<file path="config.mk">
export PLATFORM = sky130hd
export DESIGN_NAME = vend_ctrl_param
export DESIGN_NICKNAME = d
export VERILOG_FILES = /design/src/rtl/vend_pkg.sv /design/src/rtl/vend_change_gen.sv /design/src/rtl/vend_ctrl_param.sv
export SDC_FILE = /design/constraint.sdc
export NUM_CORES = 1
export LEC_CHECK = 0
export BUFFER_PORTS_ARGS = -buffer_cell sky130_fd_sc_hd__buf_4
export CAP_MARGIN = 5
export CORE_MARGIN = 4
export CORE_UTILIZATION = 50
export CTS_CLUSTER_DIAMETER = 150
export CTS_CLUSTER_SIZE = 12
export DETAILED_ROUTE_END_ITERATION = 10
export HOLD_SLACK_MARGIN = 0.05
export PLACE_DENSITY = 0.75
export SETUP_SLACK_MARGIN = 0.5
export SKIP_LAST_GASP = 1
export SYNTH_ARGS = -nofsm -noshare
export SYNTH_HDL_FRONTEND = slang
export SYNTH_SLANG_ARGS = --single-unit
</file>
<file path="constraint.sdc">
create_clock -name clk -period 5.73 [get_ports clk]
set_input_delay 0.573 -clock clk [delete_from_list [all_inputs] [get_ports clk]]
set_output_delay 0.573 -clock clk [all_outputs]
set_load 0.02 [all_outputs]
</file>
<file path="src/rtl/vend_pkg.sv">
// vend_pkg: shared state encoding, change denominations and coin legality check
package vend_pkg;

    typedef enum logic [1:0] {IDLE, VEND, CHANGE} state_t;

    localparam int DEN_10 = 10;
    localparam int DEN_5  = 5;
    localparam int DEN_1  = 1;

    function automatic logic is_legal_coin(input logic [31:0] c);
        return c == DEN_10 || c == DEN_5 || c == DEN_1;
    endfunction

endpackage

</file>
<file path="src/rtl/vend_change_gen.sv">
// vend_change_gen: greedy 10/5/1 change picker; zero credit yields no coin
module vend_change_gen
    import vend_pkg::*;
#(
    parameter int COIN_W   = 8,
    parameter int CREDIT_W = 10
) (
    input  logic [CREDIT_W-1:0] credit,
    output logic [COIN_W-1:0]   coin,
    output logic [CREDIT_W-1:0] next_credit
);

    always_comb begin
        coin = credit >= CREDIT_W'(DEN_10) ? COIN_W'(DEN_10) :
               credit >= CREDIT_W'(DEN_5)  ? COIN_W'(DEN_5)  :
               credit != '0                ? COIN_W'(DEN_1)  : '0;
        next_credit = credit - CREDIT_W'(coin);
    end

endmodule

</file>
<file path="src/rtl/vend_ctrl_param.sv">
// vend_ctrl_param: parametrised vending controller with credit, vend,
// coin rejection, cancel/refund and serialized greedy change output
module vend_ctrl_param
    import vend_pkg::*;
#(
    parameter int                    COIN_W     = 8,
    parameter int                    CREDIT_W   = 10,
    parameter int                    N_DRINK    = 4,
    parameter int                    SEL_W      = 2,
    parameter logic [N_DRINK*8-1:0]  PRICES     = {8'd25, 8'd20, 8'd15, 8'd10},
    parameter int                    MAX_CREDIT = 99
) (
    input  logic                clk,
    input  logic                reset,
    input  logic [COIN_W-1:0]   coin,
    input  logic                coin_valid,
    input  logic [SEL_W-1:0]    drink_sel,
    input  logic                sel_valid,
    input  logic                cancel,
    output logic [CREDIT_W-1:0] credit,
    output logic [N_DRINK-1:0]  avail,
    output logic                drink_valid,
    output logic [SEL_W-1:0]    drink_id,
    output logic                change_valid,
    output logic [COIN_W-1:0]   change_coin,
    output logic                coin_reject,
    output logic                sel_err,
    output logic                busy
);

    localparam int SUM_W = CREDIT_W + COIN_W + 1;

    if (MAX_CREDIT >= 2 ** CREDIT_W) begin : g_bad_max_credit
        $error("MAX_CREDIT does not fit in CREDIT_W bits");
    end

    state_t               state, state_nxt;
    logic [CREDIT_W-1:0]  credit_nxt, price, chg_next;
    logic [COIN_W-1:0]    chg_coin;
    logic [SUM_W-1:0]     sum;
    logic [7:0]           price_tab [N_DRINK];
    logic                 idle, in_range, coin_ok, sel_ok, take_sel, take_coin;

    for (genvar i = 0; i < N_DRINK; i++) begin : g_price
        assign price_tab[i] = PRICES[i*8 +: 8];
    end

    vend_change_gen #(.COIN_W(COIN_W), .CREDIT_W(CREDIT_W)) u_change (
        .credit      (credit),
        .coin        (chg_coin),
        .next_credit (chg_next)
    );

    always_comb begin
        idle      = state == IDLE;
        sum       = SUM_W'(credit) + SUM_W'(coin);
        coin_ok   = is_legal_coin(32'(coin)) && sum <= SUM_W'(MAX_CREDIT);
        in_range  = 32'(drink_sel) < N_DRINK;
        price     = in_range ? CREDIT_W'(price_tab[drink_sel]) : '0;
        sel_ok    = in_range && credit >= price;
        // cancel beats selection, selection beats coin
        take_sel  = idle && !cancel && sel_valid && sel_ok;
        take_coin = idle && !cancel && !sel_valid && coin_valid && coin_ok;
        credit_nxt = take_sel          ? credit - price :
                     take_coin         ? CREDIT_W'(sum) :
                     state == CHANGE   ? chg_next       : credit;
    end

    always_ff @(posedge clk or negedge reset)
        if (!reset) state <= IDLE;
        else        state <= state_nxt;

    always_comb
        state_nxt = idle            ? (cancel ? (credit != '0 ? CHANGE : IDLE) : take_sel ? VEND : IDLE) :
                    state == VEND   ? (credit != '0 ? CHANGE : IDLE) :
                                      (chg_next != '0 ? CHANGE : IDLE);

    always_comb begin
        busy         = !idle;
        drink_valid  = state == VEND;
        change_valid = state == CHANGE;
        change_coin  = change_valid ? chg_coin : '0;
        for (int i = 0; i < N_DRINK; i++)
            avail[i] = idle && credit >= CREDIT_W'(price_tab[i]);
    end

    always_ff @(posedge clk or negedge reset)
        if (!reset) begin
            credit      <= '0;
            drink_id    <= '0;
            coin_reject <= 1'b0;
            sel_err     <= 1'b0;
        end else begin
            credit      <= credit_nxt;
            drink_id    <= take_sel ? drink_sel : drink_id;
            coin_reject <= coin_valid && !take_coin;
            sel_err     <= sel_valid && !take_sel && !(idle && cancel);
        end

endmodule

</file>
==> metrics.txt, run 1 <==
Post-Synthesis Mean Instance Area=8.169 um2; Design Power=1241 uW; number of rows in the core area=22; Clock Sinks=16; met2 WL post-DR=2447 um; DRC violations left=0; Slew Limit Headroom=about two fifths; final max-slew violation count=0; hold buffer count at CTS=0; overall via count from detail_route=1930; post-synth design cell area=between 0.0015 and 0.002 mm2; number of different library cells in the post-synthesis netlist=66; Buffers on Ports=39; growth of design area from synthesis to finish=17.17%; Root Driver=sky130_fd_sc_hd__clkbuf_8; half-perimeter wire length of the detailed placement result=4112 um; total buffers and inverters traversed by the critical path=1; TritonCTS Buffers=3; antenna violations before repair=0; sequential share of the synthesized area=20.42%; buffer depth of the longest clock path=2; total global routing track utilization=21.78%; sequential standard cell area=400.4 um2; slowest cell delay on critical path=0.62 ns; placer's final routability congestion estimate=0.9228; final antenna diode count=0; final net count=around 310; status=finished, final reports clean; Reg clk slew, reported paths=0.06 ns; proportion of netlist area held by the largest area contributor=between 20% and 30%; crit start category=flip-flop; post-CTS sizing=0; area occupied by multi-input gates=0.001458 mm2; source-to-sink clock delay at the later pin of the worst-skew pair=0.25 ns; share of post-route cells with drive strength above 1=21.90%; post-CTS setup buffer count=0; Filler Cell Count=roughly 370; final hold vios=0; setup repair after global routing missed its margin=no; LEAKAGE=0.001041 uW; number of flip-flops and latches in the synthesized netlist=16; data required time at the worst endpoint=a little under 6 ns; maximum number of pins on one net before global-route repair=17; detailed-route vias per instance=5.994; Synth Flop Type=sky130_fd_sc_hd__dfrtp_1; die height=70.62 um; Die Width=roughly 71 um; crit-path most repeated cell=sky130_fd_sc_hd__nor2_1; DRT iter0 DRCs=110; Async SR Flop Fraction=100.0%; final-layout setup total negative slack=0 ns; Worst Path Class, Setup=reg -> reg; min-delay worst type=in -> async; number of iterations in the first detailed-routing pass=4; average detailed-routed wire length per instance=15.99 um; final WL=a little over 5000 um; warnings from Yosys=0; transition time at the pin with the least slew margin=0.8994 ns; wire length of the first global-routing pass=8742 um; top cells by area in the synthesized netlist=sky130_fd_sc_hd__dfrtp_1 (20%), sky130_fd_sc_hd__ha_1 (11%), sky130_fd_sc_hd__o21ai_0 (4.1%); final worst path period share=65.39%; number of nets still failing antenna checks after routing=0; final setup skew=0.001988 ns; CP endpoint kind=flip-flop; Top Ports=44; time the final worst path needs with I/O delays and setup=around 3.7 ns; CP Cell Sequence=or4_4, or2_4, nor2_1, and2_1, inv_1, nor2_1, ha_1, fa_1, nor2b_1, o21ai_0, or4b_2, a221oi_1, o22ai_1; vias in the first global route=between 1500 and 2000; met3 wire len=307 um; maximum fanout along the worst path=9; Initial Utilization=52.76%; residual overflow from global routing=0; cell family contributing the most delay on the critical path=simple AND/OR/NAND/NOR gates; H-Tree Depth=1; critical path data arrival time=3.87 ns; leading post-synthesis cells by instance count=sky130_fd_sc_hd__nand2_1 (20), sky130_fd_sc_hd__ha_1 (18), sky130_fd_sc_hd__nor2_1 (18); Max Freq=266.9 MHz; clock tree from TritonCTS=built; die area=0.004987 mm2; most frequent cell after synthesis=sky130_fd_sc_hd__nand2_1; Final setup violation count=0; Post-synth EDFFs=0; count of maximum capacitance violations=0; library cell occupying the most area in the post-synthesis netlist=sky130_fd_sc_hd__dfrtp_1; gate count of the mapped netlist=between 200 and 250; standard cell core area=between 0.003 and 0.004 mm2; Critical Path Slowest Stage Cell=sky130_fd_sc_hd__or4b_2; met1 routed wirelength after detailed routing=2277 um; power density relative to cell area=approximately 540 mW/mm2; peak supply drop=0.2831 mV; top sig layer=met4
-- per-stage QoR --
step,hold WS (ns),instance area [um2],std cells,worst slack (ns),util (%)
after global routing,0.1786,2297,322,1.653,61.82
after floorplan,0.2774,1972,243,2.181,-
after detailed placement,0.4473,2256,319,2.026,60.71
after CTS,0.1700,2297,322,1.998,61.82
final,0.1678,2297,322,1.983,61.82
after global placement,0.4444,2256,319,2.107,60.71
-- kinds of logic after synthesis --
logic type,after synthesis,synth area share [%]
multiplexers,1,0.5106
adder cells (fa/ha/maj),21,14.55
buffers and inverters,23,5.807
flip-flops,16,20.42
XOR/XNOR,8,3.574
other,1,0.1913
AO/OA/AOI/OAI,77,27.57
AND/OR/NAND/NOR,93,27.38
-- cell type report --
cell class                      instances  area share (%)
Multi-Input combinational cell        204           63.45
Sequential cell                        16           17.43
Timing Repair Buffer                   39           12.75
Tap cell                               48           2.614
Inverter                               12           1.961
Clock buffer                            3           1.797
-- power breakdown --
group	internal, uW	total (uW)	switching, uW	leakage [uW]
clock	46.7	85.1	38.3	0.0000216
sequential	158	268	110	0.000191
combinational	406	888	482	0.000828
-- layout by cell type (no fill, tap or decap), types with 5 or more instances in the layout --
master	count
sky130_fd_sc_hd__ha_1	18
sky130_fd_sc_hd__nand2_1	20
sky130_fd_sc_hd__or2_2	5
sky130_fd_sc_hd__nor3_1	11
sky130_fd_sc_hd__buf_4	39
sky130_fd_sc_hd__nor2_1	18
sky130_fd_sc_hd__nor2b_1	7
sky130_fd_sc_hd__o21ai_0	16
sky130_fd_sc_hd__dfrtp_1	16
sky130_fd_sc_hd__a21oi_1	15
sky130_fd_sc_hd__inv_1	11
sky130_fd_sc_hd__xnor2_1	5
-- flip-flops by register name, indices dropped and copies added, names as in the netlist --
name,cells
state,2
credit,10
sel_err,1
drink_id,2
coin_reject,1
-- metal layers --
layer | GRT usage [%] | vias up
met5 | 0 | -
met3 | 2.273 | 11
met4 | 9.603 | 0
met2 | 36.49 | 68
met1 | 28.38 | 887
li1 | - | 964
-- worst paths after layout --
check | startpoint | end | slack (ns) | cells after the start
max | credit[6] | credit[6] | 1.98 | 13
min | reset | credit[2] | 0.17 | 1
max reg2reg | credit[6] | credit[6] | 1.98 | 13
min reg2reg | drink_id[1] | drink_id[1] | 0.49 | 2
max in group asynchronous | reset | credit[8] | 5.37 | 1
min in group clk | drink_id[1] | drink_id[1] | 0.49 | 2
Note: power is estimated with default switching activity, not from simulation.
==> run 2, diff against run 1 <==
PLACE_DENSITY = 0.78   (was 0.75)
clock period = 3.4 ns   (was 5.73 ns; I/O delays follow)
==> run 2 against run 1 <==
Compared with the run above:
- sequential share of layout area fell by 2.3 points
- via count rose by 17%
- combinational power rose by 130%
- global-route usage rose by 2.6 points
- register-to-register slack got worse by 1.8 ns
- count of clock-buffer cells in the layout rose by 1
- utilization rose by 10 points
- die area did not move
- largest cell class unchanged
- fmax rose by 16%
- critical path depth rose by 1
- largest power group unchanged
- sequential cell count did not move
==> metrics.txt, run 2 (synthesized netlist as in run 1, its figures left out) <==
status=finished, final reports clean; number of iterations in the first detailed-routing pass=8 (+4); cell family contributing the most delay on the critical path=simple AND/OR/NAND/NOR gates; count of maximum capacitance violations=0 (unchanged); final WL=6446 um (+25%); Internal Dissipation=1291 uW (+110%); number of nets still failing antenna checks after routing=0 (unchanged); number of rows in the core area=22 (unchanged); transition time at the pin with the least slew margin=0.6202 ns (-0.2792 ns); Slew Limit Headroom=58.65% (+19 points); Final setup violation count=0 (unchanged); TritonCTS Buffers=3 (unchanged); overall via count from detail_route=2254 (+17%); min-delay worst type=in -> reg; wire length of the first global-routing pass=9867 um (+13%); detailed-route vias per instance=6.440 (+7.4%); maximum fanout along the worst path=2 (-7); final net count=339 (+8.7%); final worst path period share=94.68% (+29 points); LEAKAGE=0.001206 uW (+16%); Sw Share=49.59% (-1.2 points); H-Tree Depth=1 (unchanged); Root Driver=sky130_fd_sc_hd__clkbuf_8; Critical Path Slowest Stage Cell=sky130_fd_sc_hd__or4_4; Max Freq=310.6 MHz (+16%); part of the total power dissipated in the clock network=7.0% (about the same); time the final worst path needs with I/O delays and setup=3.219 ns (-0.5277 ns); slowest cell delay on critical path=0.54 ns (-0.08 ns); crit-path most repeated cell=sky130_fd_sc_hd__nor2_4; critical path data arrival time=3.39 ns (-0.48 ns); CP endpoint kind=flip-flop; switching power of the nets=1270 uW (+100%); standard cell core area=0.003716 mm2 (unchanged); vias in the first global route=2071 (+11%); Initial Utilization=52.76% (unchanged); antenna violations before repair=0 (unchanged); largest registers=credit x10, drink_id x2, state x2; DRC violations left=0 (unchanged); crit start category=flip-flop; Buffers on Ports=39 (unchanged); share of post-route cells with drive strength above 1=38.08% (+16 points); Die Width=70.62 um (unchanged); placer's final routability congestion estimate=0.8517 (-7.7%); final antenna diode count=0 (unchanged); residual overflow from global routing=0 (unchanged); part of the power in combinational logic=79.4% (+7.8 points); Design Power=2561 uW (+110%); source-to-sink clock delay at the later pin of the worst-skew pair=0.26 ns (about the same); Clock Sinks=16 (unchanged); final max-slew violation count=0 (unchanged); DRT iter0 DRCs=273 (+150%); die height=70.62 um (unchanged); Reg clk slew, reported paths=0.07 ns (about the same); CP Cell Sequence=or4_4, or2_4, nor2_4, and2_4, inv_4, nor2_4, ha_4, fa_2, nor2b_2, o21ai_2, or4b_4, o22ai_4, nand2_2, xnor2_2; maximum number of pins on one net before global-route repair=17 (unchanged); sequential fraction of design power=13.6% (-8.0 points); buffer depth of the longest clock path=2 (unchanged); Top Ports=44 (unchanged); most frequent cells in the layout=sky130_fd_sc_hd__buf_4 (63), sky130_fd_sc_hd__nand2_1 (19), sky130_fd_sc_hd__nor2_1 (16); total global routing track utilization=24.38% (+2.6 points); Top reg by flops=credit; average detailed-routed wire length per instance=18.42 um (+15%); growth of design area from synthesis to finish=36.69%; max FFs per register=10 (unchanged); half-perimeter wire length of the detailed placement result=4439 um (+7.9%); Worst Path Class, Setup=reg -> reg; final-layout setup total negative slack=0 ns (unchanged); setup repair after global routing missed its margin=yes; clock tree from TritonCTS=built; peak supply drop=0.4647 mV (+64%); total buffers and inverters traversed by the critical path=1 (unchanged); data required time at the worst endpoint=3.57 ns (-2.28 ns); most common cell after layout, fill and taps aside=sky130_fd_sc_hd__buf_4; power density relative to cell area=955.5 mW/mm2 (+77%); final setup skew=0.001065 ns (-0.0009232 ns); die area=0.004987 mm2 (unchanged); final hold vios=0 (unchanged)
run 2: cell count changes in the layout (fill, tap and decap cells not counted), sizes merged:
cell,delta
buf,+26
clkbuf,+1
dlygate4sd3,+1
run 2: final timing paths:
path / start / endpoint / slack [ns] / depth (start not counted)
setup / recovery: credit[6] / credit[8] / 0.18 / 14
hold / removal: coin_valid / coin_reject / 0.32 / 2
setup reg to reg: credit[6] / credit[8] / 0.18 / 14
hold reg to reg: drink_id[1] / drink_id[1] / 0.48 / 2
max in group asynchronous: reset / credit[2] / 2.69 / 2
min in group asynchronous: reset / sel_err / 0.50 / 2
run 2: through the flow:
step / utilization (%) / hold slack [ns] / std cells / setup WS (ns) / instance area, um2
final: 72.12 / 0.3206 / 350 / 0.1809 / 2680
after CTS: 68.62 / 0.3297 / 344 / 0.2117 / 2550
after global routing: 72.12 / 0.3427 / 350 / 0.1052 / 2680
after detailed placement: 63.57 / 0.2188 / 328 / 0.06798 / 2362
after global placement: 63.57 / 0.2173 / 328 / 0.2015 / 2362
after floorplan: - / 0.04441 / 243 / 0.2261 / 2011
run 2: cell type report:
| class | instances | area (um2) |
|---|---|---|
| clock buffers | 4 | 55.05 |
| repair buffers | 66 | 514.2 |
| fillers | 291 | 1036 |
| multi-input cells | 204 | 1599 |
| inverters | 12 | 47.55 |
| well taps | 48 | 60.06 |
| flip-flops and latches | 16 | 404.1 |
run 2: metal layers:
layer  share of wire, %  wire (um)  track usage [%]
met2                 48       3100            41.16
met3                8.6        553            4.545
met4                3.8        248            8.977
met5                  0          0                0
met1                 39       2544            31.03
run 2: timing repair:
item	4_1_cts	5_1_grt
buffers inserted	11	6
hold endpoints to repair	16	0
pin swaps	13	6
cloned	0	0
gates resized for setup	8	18
hold buffers	1	0
setup endpoints to repair	12	11
run 2: power groups by stage:
stage | combinational [uW] | clock (uW) | sequential [uW]
floorplan | 1100 | 0 | 471
global placement | 1680 | 0 | 347
detailed placement | 1720 | 0 | 353
CTS | 1850 | 181 | 341
global route | 2190 | 189 | 360
finish | 2030 | 178 | 349
run 2: worst reg2reg max path, stage by stage (launching register included):
cell	delay, ns
sky130_fd_sc_hd__dfrtp_2	0.40
sky130_fd_sc_hd__or4_4	0.54
sky130_fd_sc_hd__or2_4	0.26
sky130_fd_sc_hd__nor2_4	0.10
sky130_fd_sc_hd__and2_4	0.17
sky130_fd_sc_hd__inv_4	0.04
sky130_fd_sc_hd__nor2_4	0.09
sky130_fd_sc_hd__ha_4	0.14
sky130_fd_sc_hd__fa_2	0.24
sky130_fd_sc_hd__nor2b_2	0.06
sky130_fd_sc_hd__o21ai_2	0.15
sky130_fd_sc_hd__or4b_4	0.52
sky130_fd_sc_hd__o22ai_4	0.14
sky130_fd_sc_hd__nand2_2	0.10
sky130_fd_sc_hd__xnor2_2	0.19
